### src/rtl/dcc_pkg.sv
// dcc_pkg: shared sizes and capture-state encoding for the DCC frame capture block.
package dcc_pkg;
    localparam int DCC_WORDS  = 32;
    localparam int DCC_DATA_W = 32;
    localparam int DCC_TIME_W = 26;
    localparam int DCC_PPS_W  = 32;
    typedef enum logic [1:0] {IDLE, FILL, DONE, HOLD} cap_state_t;
endpackage

### src/rtl/dcc_frame_capture_pps_timebase.sv
// pps_timebase: GPS PPS synchroniser, sub-second clock counter and PPS period/count tracking.
//   clk_i        fabric clock
//   rst_ni       asynchronous active-low reset
//   pps_i        raw asynchronous PPS
//   sub_cnt_o    clocks since the last PPS edge, saturating
//   pps_count_o  PPS edges since reset, wrapping
//   pps_time_o   clocks in the last complete PPS period, saturating
module pps_timebase
    import dcc_pkg::*;
#(
    parameter int TIME_W = DCC_TIME_W,
    parameter int PPS_W  = DCC_PPS_W
) (
    input  logic              clk_i,
    input  logic              rst_ni,
    input  logic              pps_i,
    output logic [TIME_W-1:0] sub_cnt_o,
    output logic [PPS_W-1:0]  pps_count_o,
    output logic [TIME_W-1:0] pps_time_o
);
    logic [2:0]        sync_q;
    logic [TIME_W-1:0] sub_cnt_q, pps_time_q, sub_inc;
    logic [PPS_W-1:0]  pps_count_q;
    logic              pps_edge;

    assign pps_edge = sync_q[1] & ~sync_q[2];
    assign sub_inc  = &sub_cnt_q ? sub_cnt_q : sub_cnt_q + TIME_W'(1);

    always_ff @(posedge clk_i or negedge rst_ni) begin
        if (!rst_ni) begin
            sync_q      <= '0;
            sub_cnt_q   <= '0;
            pps_time_q  <= '0;
            pps_count_q <= '0;
        end else begin
            sync_q      <= {sync_q[1:0], pps_i};
            sub_cnt_q   <= pps_edge ? '0 : sub_inc;
            pps_time_q  <= pps_edge ? sub_inc : pps_time_q;
            pps_count_q <= pps_edge ? pps_count_q + PPS_W'(1) : pps_count_q;
        end
    end

    assign sub_cnt_o   = sub_cnt_q;
    assign pps_count_o = pps_count_q;
    assign pps_time_o  = pps_time_q;
endmodule

### src/rtl/dcc_frame_capture.sv
// dcc_frame_capture: packs samples into WORDS-word frames, timestamps them and holds one for the HPS.
//   clk_clk        fabric clock (only clock)
//   reset_reset_n  asynchronous active-low reset
//   pps_in         raw GPS PPS
//   sample_valid / sample_data / sample_last   sample stream
//   hps_read_bit   HPS ack, each toggle releases the published frame
//   dcc_data_out   published frame, word N at [N*DATA_W +: DATA_W]
//   dcc_time_out   sub-second count at the published frame's first word
//   pps_count_out / pps_time_out   PPS edge count and last period length
//   frame_ready    published frame not yet acknowledged
//   drop_count     (only with DCC_DROP_COUNT_EN) samples dropped since the last publish
// Build option: define DCC_DROP_COUNT_EN to add the drop_count output.
module dcc_frame_capture
    import dcc_pkg::*;
#(
    parameter int TIME_W = DCC_TIME_W
) (
    input  logic                             clk_clk,
    input  logic                             reset_reset_n,
    input  logic                             pps_in,
    input  logic                             sample_valid,
    input  logic [DCC_DATA_W-1:0]            sample_data,
    input  logic                             sample_last,
    input  logic                             hps_read_bit,
    output logic [DCC_WORDS*DCC_DATA_W-1:0]  dcc_data_out,
    output logic [TIME_W-1:0]                dcc_time_out,
    output logic [DCC_PPS_W-1:0]             pps_count_out,
    output logic [TIME_W-1:0]                pps_time_out,
    output logic                             frame_ready
`ifdef DCC_DROP_COUNT_EN
    ,
    output logic [15:0]                      drop_count
`endif
);
    localparam int IDX_W = DCC_WORDS > 1 ? $clog2(DCC_WORDS) : 1;

    cap_state_t            state_q, state_d;
    logic [IDX_W-1:0]      idx_q, idx_d;
    logic [DCC_DATA_W-1:0] cap_q [DCC_WORDS];
    logic [DCC_DATA_W-1:0] cap_d [DCC_WORDS];
    logic [DCC_DATA_W-1:0] pub_q [DCC_WORDS];
    logic [DCC_DATA_W-1:0] pub_d [DCC_WORDS];
    logic [TIME_W-1:0]     ts_q, ts_d, pub_ts_q, pub_ts_d, sub_cnt;
    logic                  ready_q, ready_d;
    logic [2:0]            ack_sync_q;
    logic                  ack_q, publish;

    pps_timebase #(.TIME_W(TIME_W), .PPS_W(DCC_PPS_W)) u_timebase (
        .clk_i       (clk_clk),
        .rst_ni      (reset_reset_n),
        .pps_i       (pps_in),
        .sub_cnt_o   (sub_cnt),
        .pps_count_o (pps_count_out),
        .pps_time_o  (pps_time_out)
    );

    // Ack pulse is registered so it lands 3 clocks after the toggle reaches the pin.
    always_ff @(posedge clk_clk or negedge reset_reset_n) begin
        if (!reset_reset_n) begin
            ack_sync_q <= '0;
            ack_q      <= 1'b0;
        end else begin
            ack_sync_q <= {ack_sync_q[1:0], hps_read_bit};
            ack_q      <= ack_sync_q[1] ^ ack_sync_q[2];
        end
    end

    always_comb begin
        state_d  = state_q;
        idx_d    = idx_q;
        cap_d    = cap_q;
        ts_d     = ts_q;
        pub_d    = pub_q;
        pub_ts_d = pub_ts_q;
        ready_d  = ready_q & ~ack_q;
        publish  = 1'b0;
        case (state_q)
            IDLE: if (sample_valid) begin
                // Clearing the bank at frame start gives the zero fill of unwritten words.
                cap_d    = '{default: '0};
                cap_d[0] = sample_data;
                ts_d     = sub_cnt;
                idx_d    = IDX_W'(1);
                state_d  = (sample_last || DCC_WORDS == 1) ? DONE : FILL;
            end
            FILL: if (sample_valid) begin
                cap_d[idx_q] = sample_data;
                idx_d        = idx_q + IDX_W'(1);
                state_d      = (sample_last || idx_q == IDX_W'(DCC_WORDS - 1)) ? DONE : FILL;
            end
            default: begin
                publish = !ready_q || ack_q;
                state_d = publish ? IDLE : HOLD;
            end
        endcase
        if (publish) begin
            pub_d    = cap_q;
            pub_ts_d = ts_q;
            ready_d  = 1'b1;
        end
    end

    always_ff @(posedge clk_clk or negedge reset_reset_n) begin
        if (!reset_reset_n) begin
            state_q  <= IDLE;
            idx_q    <= '0;
            cap_q    <= '{default: '0};
            pub_q    <= '{default: '0};
            ts_q     <= '0;
            pub_ts_q <= '0;
            ready_q  <= 1'b0;
        end else begin
            state_q  <= state_d;
            idx_q    <= idx_d;
            cap_q    <= cap_d;
            pub_q    <= pub_d;
            ts_q     <= ts_d;
            pub_ts_q <= pub_ts_d;
            ready_q  <= ready_d;
        end
    end

    for (genvar i = 0; i < DCC_WORDS; i++) begin : g_out
        assign dcc_data_out[i*DCC_DATA_W +: DCC_DATA_W] = pub_q[i];
    end
    assign dcc_time_out = pub_ts_q;
    assign frame_ready  = ready_q;

`ifdef DCC_DROP_COUNT_EN
    logic [15:0] drop_q, drop_d;
    logic        drop;

    assign drop   = sample_valid && (state_q == DONE || state_q == HOLD);
    assign drop_d = publish ? '0 : (drop && !(&drop_q)) ? drop_q + 16'd1 : drop_q;

    always_ff @(posedge clk_clk or negedge reset_reset_n) begin
        if (!reset_reset_n) drop_q <= '0;
        else drop_q <= drop_d;
    end

    assign drop_count = drop_q;
`endif
endmodule

### config.mk
export PLATFORM = sky130hd
export DESIGN_NAME = dcc_frame_capture
export DESIGN_NICKNAME = d
export VERILOG_FILES = /design/src/rtl/dcc_pkg.sv /design/src/rtl/dcc_frame_capture_pps_timebase.sv /design/src/rtl/dcc_frame_capture.sv
export SDC_FILE = /design/constraint.sdc
export NUM_CORES = 2
export LEC_CHECK = 0
export BUFFER_PORTS_ARGS = -buffer_cell sky130_fd_sc_hd__buf_4
export CAP_MARGIN = 30
export CORE_MARGIN = 5
export CORE_UTILIZATION = 45
export DETAILED_ROUTE_END_ITERATION = 16
export PLACE_DENSITY_LB_ADDON = 0.08
export SLEW_MARGIN = 20
export SYNTH_ARGS = -nofsm -noshare
export SYNTH_HDL_FRONTEND = slang
export SYNTH_HIERARCHICAL = 1
export SYNTH_SLANG_ARGS = --single-unit
### constraint.sdc
create_clock -name clk_clk -period 5.1 [get_ports clk_clk]
set_input_delay 0.765 -clock clk_clk [delete_from_list [all_inputs] [get_ports clk_clk]]
set_output_delay 0.765 -clock clk_clk [all_outputs]
set_load 0.005 [all_outputs]
## After elaboration in Yosys (flattened, before gate mapping)

Cells that the tools add are included.

| storage, ports and cells | value |
|---|---|
| word-level logic and storage cells | 120 |
| output and inout port bits | 1109 |
| bits in registers | 2199 |
| input bits | 38 |

| cells by class | value |
|---|---|
| bitwise logic cells | 6 |
| reductions and logical operators | 11 |
| muxes and demuxes | 19 |
| magnitude comparators | 2 |
| add/subtract/negate cells | 3 |
| equality and inequality tests | 4 |

Operators by type and width:

| cell | count |
|---|---|
| 1024-bit two-way mux | 2 |
| 1024-bit one-hot mux with 2 select lines | 1 |
| 1024-bit bitwise mux | 1 |
| 32-bit demux with 5-bit select | 1 |
| 26-bit two-way mux | 2 |
| 32-bit by 1-bit adder with 32-bit output (second input constant) | 1 |
| 32-bit two-way mux | 1 |
| 26-bit by 1-bit adder with 26-bit output (second input constant) | 1 |
| 26-bit AND reduction | 1 |
| 2-bit two-way mux | 5 |
| 5-bit two-way mux | 2 |
| 5-bit one-hot mux with 2 select lines | 1 |
| 6-bit >= comparator (second input constant) | 1 |
| 6-bit by 1-bit < comparator with 1-bit output (second input constant) | 1 |
| 5-bit inverter with 6-bit output | 1 |
| 5-bit by 1-bit adder with 5-bit output (second input constant) | 1 |
| 5-bit equality test (second input constant) | 1 |
| 2-bit != test (second input constant) | 2 |
| 2-bit one-hot mux with 2 select lines | 1 |
| 2-bit AND reduction | 2 |
| 3-bit AND reduction | 1 |
| 1-bit bitwise AND | 2 |
| 2-bit by 1-bit equality test with 1-bit output (second input constant) | 1 |
| 2-bit logical NOT | 1 |
| 8 further kinds | 11 |

## Logic depth before layout (Yosys ltp)

| depth | value |
|---|---|
| depth in word-level cells | 8 |
| gate-level depth with buffers | 7 |
| gate-level depth less buffers | 6 |

## Modules after synthesis

Netlist, hierarchy kept.

By module, submodules not included:

| module | instances | cells an instance | area an instance (sq um) | sequential area each (sq um) |
|---|---|---|---|---|
| dcc_frame_capture | 1 | 5839 | 84365.9 | 52850.7 |
| pps_timebase | 1 | 367 | 3834.9 | 2177.1 |

## Worst setup path before layout

OpenSTA, ideal clock, no wires.

| timing path | value |
|---|---|
| path kind | flip-flop to flip-flop |
| start point | reg u_timebase.pps_count_q[0] (netlist: u_timebase/pps_count_o[0]) |
| end point | reg u_timebase.pps_count_q[26] (netlist: u_timebase/pps_count_o[26]) |
| required time | 5.021 ns |
| slack | 3.134 ns |
| arrival time | 1.886 ns |
| cell stages (with the launch flop) | 8 |
| buffers on the path | 1 |
| clock period less this slack | 1.966 ns |
| library setup time | 0.079 ns |
| path through | dfrtp_1 > ha_1 > nand3b_1 > or2_1 > or4_1 > buf_2 > nor4_2 > xor2_1 |

| on the way | value |
|---|---|
| cells in the longest elaborated chain, start to end | 1 |

Ends and longest elaborated chain:

| item | RTL line | RTL |
|---|---|---|
| from (decl) | dcc_frame_capture_pps_timebase.sv:23 | `logic [PPS_W-1:0] pps_count_q;` |
| from (signal assigned) | dcc_frame_capture_pps_timebase.sv:39 | `pps_count_q <= pps_edge ? pps_count_q + PPS_W'(1) : pps_count_q;` |
| 32-bit by 1-bit adder with 32-bit output | dcc_frame_capture_pps_timebase.sv:39 |  |

No other way between the ends.
A chain may end at the register's enable or synchronous reset.

## Final worst setup path

| timing path | value |
|---|---|
| start point | reg state_q[1] |
| end point | reg cap_q[585] (netlist name) |

| on the way | value |
|---|---|
| cells in the longest elaborated chain, start to end | 3 |
| elaborated cells on any way between the ends | 7 |
| those cells by class | eq/ne: 3; mux: 1; reduce/logical: 3 |

Ends and longest elaborated chain:

| item | RTL line | RTL |
|---|---|---|
| from (decl) | dcc_frame_capture.sv:37 | `cap_state_t state_q, state_d;` |
| from (signal assigned) | dcc_frame_capture.sv:113 | `state_q <= state_d;` |
| 2-bit by 1-bit equality test with 1-bit output or 2-bit logical NOT (tied branches) | dcc_frame_capture.sv:77 | `case (state_q)` |
| 2-bit != test (no source line) or 2-bit nonzero test (tied branches) | - |  |
| 3-bit AND reduction (no source line) | - |  |
| to (signal assigned) | dcc_frame_capture.sv:115 | `cap_q <= cap_d;` |
| to (decl) | dcc_frame_capture.sv:39 | `logic [DCC_DATA_W-1:0] cap_q [DCC_WORDS];` |

Several ways; a longest one is shown, not always the timed one.

==> flow_metrics.tcl <==
set metrics [dict create \
    clockPowerShare_pct 41.2 \
    core_region_area_um2 195000 \
    powerDensity_nw_per_um2 390 \
    reg2regPathDepth 4 \
    reg2reg_slack_ns 1.89 \
    dieArea_um2 205000 \
    synth_commonest_cells "dfrtp_1 (2199), nand2_1 (1099), mux2i_1 (931)" \
    fin_crit_ns 3.21 \
    synth_top_area_share_pct 62.4 \
    synth-edff-count 0 \
    num_rows 162 \
    drtAntennaViolNets 0 \
    worstPathRequired_ns 5.88 \
    ys_seq_area_share_pct 62.4 \
    synth_area_leader_cell "dfrtp_1" \
    power.switching_mw 10.9 \
    ios 1147 \
    hpwl_um 187000 \
    gp_congestion 0.822 \
    holdCritPathClass "input pin to flop" \
    post-place-ws_ns 1.79 \
    clkTransAtPathRegs_ns 0.06 \
    layout-drive-gt1-share_pct 37.9 \
    final.setup.tns_ns 0 \
    p_leak_nw 55.5 \
    cp_data_arrival_time_ns 3.99 \
    finalPower_mw 41.7 \
    sw_frac_of_total_pct 26.3 \
    postSynthAreaPerCell_um2 14.2 \
    critPathCaptureType "flop" \
    max-cap-violations 0 \
    track_usage_pct 27.0 \
    clk_latency_ns 0.87 \
    peakVddDrop_mv 0.392 \
    status "complete, no violations" \
    syn_nets 6251 \
    yosys_warnings 6 \
    tightest_slew_ns 1.20 \
    synthesis.area_um2 88200 \
    intPower_mw 30.8 \
    die_w_um 453 \
    setup-violations-final 0 \
    synth.area.top_cells "dfrtp_1 (62%), mux2i_1 (11%), mux2_4 (9.0%)" \
    port_buffers 1146 \
    slew_violations 0 \
    crit_start "state_q[1]" \
    cts_root_buffer "clkbuf_16" \
    synth_most_common_cell "dfrtp_1" \
    first_iter_violations 3523 \
    seqPwrFrac_pct 45.9 \
    syn_inst 6206 \
    cp-endpoint "cap_q[585]" \
    htree_levels 4 \
    ys_ff_latch 2199 \
    max_freq_ghz 0.312 \
    grt_pass1_vias 54800 \
    comb_power_share_pct 13.0 \
    syn_to_final_growth_pct 21.3 \
    wirelength_um 282000 \
    fin_skew_ns 0.0287 \
    async_flop_share_pct 100 \
    grt_overflow 0 \
    ys_types 59 \
    cts_post_setup_buffers_inserted 0 \
    synth_flop_cell "dfrtp_1" \
    r2r-start "state_q[1]" \
    rsz0062_at_grt "no" \
    cp_max_fo 35 \
    relSlewSlack_pct 20.3 \
    final_nets 7285 \
    drcViolationCount 0 \
    dr.pass1.iters 5 \
    routed_via_density 5.28 \
    fin_ws_ns 1.89 \
    path_class "flop to flop" \
    dieHeight_um 453 \
    fill_cells 16300 \
    startpoint_type "flop" \
    tritoncts "yes" \
    initial_core_util_pct 45.2 \
    hold_viol 0 \
    vias 53100 \
    wl_per_cell_um 28.1 \
    rr_endpoint "cap_q[585]" \
    grt_max_degree 192 \
    cts-buffers-inserted 227 \
    grt_antenna_before_repair 18 \
    cts_buffer_depth 3 \
    cts.sinks 2199 \
    fin_crit_sh_pct 62.8 \
    grt_pass1_wl_um 405000 \
]
[kinds of logic after synthesis]
logic type,after synthesis,share of synthesized area (%)
DFF,2199,62.4
xor gates and xnor gates,49,0.487
AOI/OAI and AO/OA,183,1.27
buffers and inverters,486,3.17
muxes,2013,26.6
and+or+nand+nor,1269,5.94
adders and majority gates,7,0.0993
[worst min-delay path by stage]
stage,startpoint,endpoint,slack (ns),depth (start not counted)
after floorplan,ack_sync_q[0],ack_sync_q[1],0.33,0
after global placement,u_timebase/sync_q[0],u_timebase/sync_q[1],0.34,0
after detailed placement,u_timebase/sync_q[0],u_timebase/sync_q[1],0.34,0
after CTS,sample_data[10],cap_q[1002],0.08,2
after global routing,sample_data[7],cap_q[999],0.12,2
final,sample_data[1],cap_q[993],0.16,2
[flip-flops by register name, summed over array words and instances, names as in the netlist]
register / flops
cap_q: 1024
dcc_data_out: 1024
u_timebase/pps_count_o: 32
dcc_time_out: 26
ts_q: 26
u_timebase/pps_time_o: 26
u_timebase/sub_cnt_o: 26
idx_q: 5
ack_sync_q: 3
u_timebase/sync_q: 3
state_q: 2
ack_q: 1
frame_ready: 1
[cells in the final DEF, fill, tap and decap left out, types with 15 or more instances in the layout]
master     instances
dfrtp_1         2199
buf_4           1232
nand2_1         1061
mux2i_1          931
mux2_2           552
mux2_4           530
clkbuf_16        232
o21ai_0           67
o211ai_1          65
clkbuf_8          65
clkbuf_1          51
nor2_1            41
buf_12            41
clkinv_2          39
nand2_2           37
xnor2_1           34
o21ai_1           24
bufinv_16         17
nand4_1           16
xor2_1            15
nand3_1           15
[worst max-delay path, cell delays in order, from the launching register on]
cell and delay [ns]:
dfrtp_1 0.65, nand4bb_4 0.83, nor2_4 0.83, buf_4 0.51, mux2i_1 0.24
[metal layers]
layer / vias up / track usage [%] / part of all wire, %
li1: 23200 / - / -
met1: 28100 / 35.3 / 42
met2: 1338 / 43.9 / 48
met3: 450 / 4.05 / 4.1
met4: 6 / 14.4 / 6.3
met5: - / 0 / 0.013
[power groups by stage]
stage	Clock [mW]	Sequential, mW	Combinational (mW)
after floorplan	0	19.2	2.86
after global placement	0	19.4	5.45
after detailed placement	0	19.4	5.50
after CTS	17.5	19.1	5.52
after global routing	18.2	19.2	5.71
final	17.2	19.1	5.41
[area by class of cell]
| cell class | instances | area, um^2 | share of cell area (%) |
|---|---|---|---|
| Clock inverter | 70 | 868 | 0.811 |
| Multi-Input combinational cell | 3521 | 30600 | 28.6 |
| Sequential cell | 2199 | 55000 | 51.4 |
| Inverter | 7 | 26.3 | 0.0246 |
| Timing Repair Buffer | 1284 | 10300 | 9.61 |
| Antenna cell | 4 | 10.0 | 0.00935 |
| Clock buffer | 348 | 6890 | 6.44 |
| Tap cell | 2624 | 3280 | 3.07 |
[repair_timing]
item | CTS | global route
hold buffers | 3 | 0
resized for setup | 0 | 0
hold endpoints to repair | 75 | 0
setup endpoints to repair | 0 | 0
[through the flow]
stage               hold slack (ns)  cells  cell area, um^2  utilization [%]
global placement              0.337   9621            99000             50.8
global route                  0.115  10100           107000             54.9
floorplan                     0.331   6206            88200                -
detailed placement            0.342   9631            99200             50.9
finish                        0.161  10100           107000             54.9
CTS                          0.0785  10100           107000             54.9
Power figures use the tool's default switching activity.
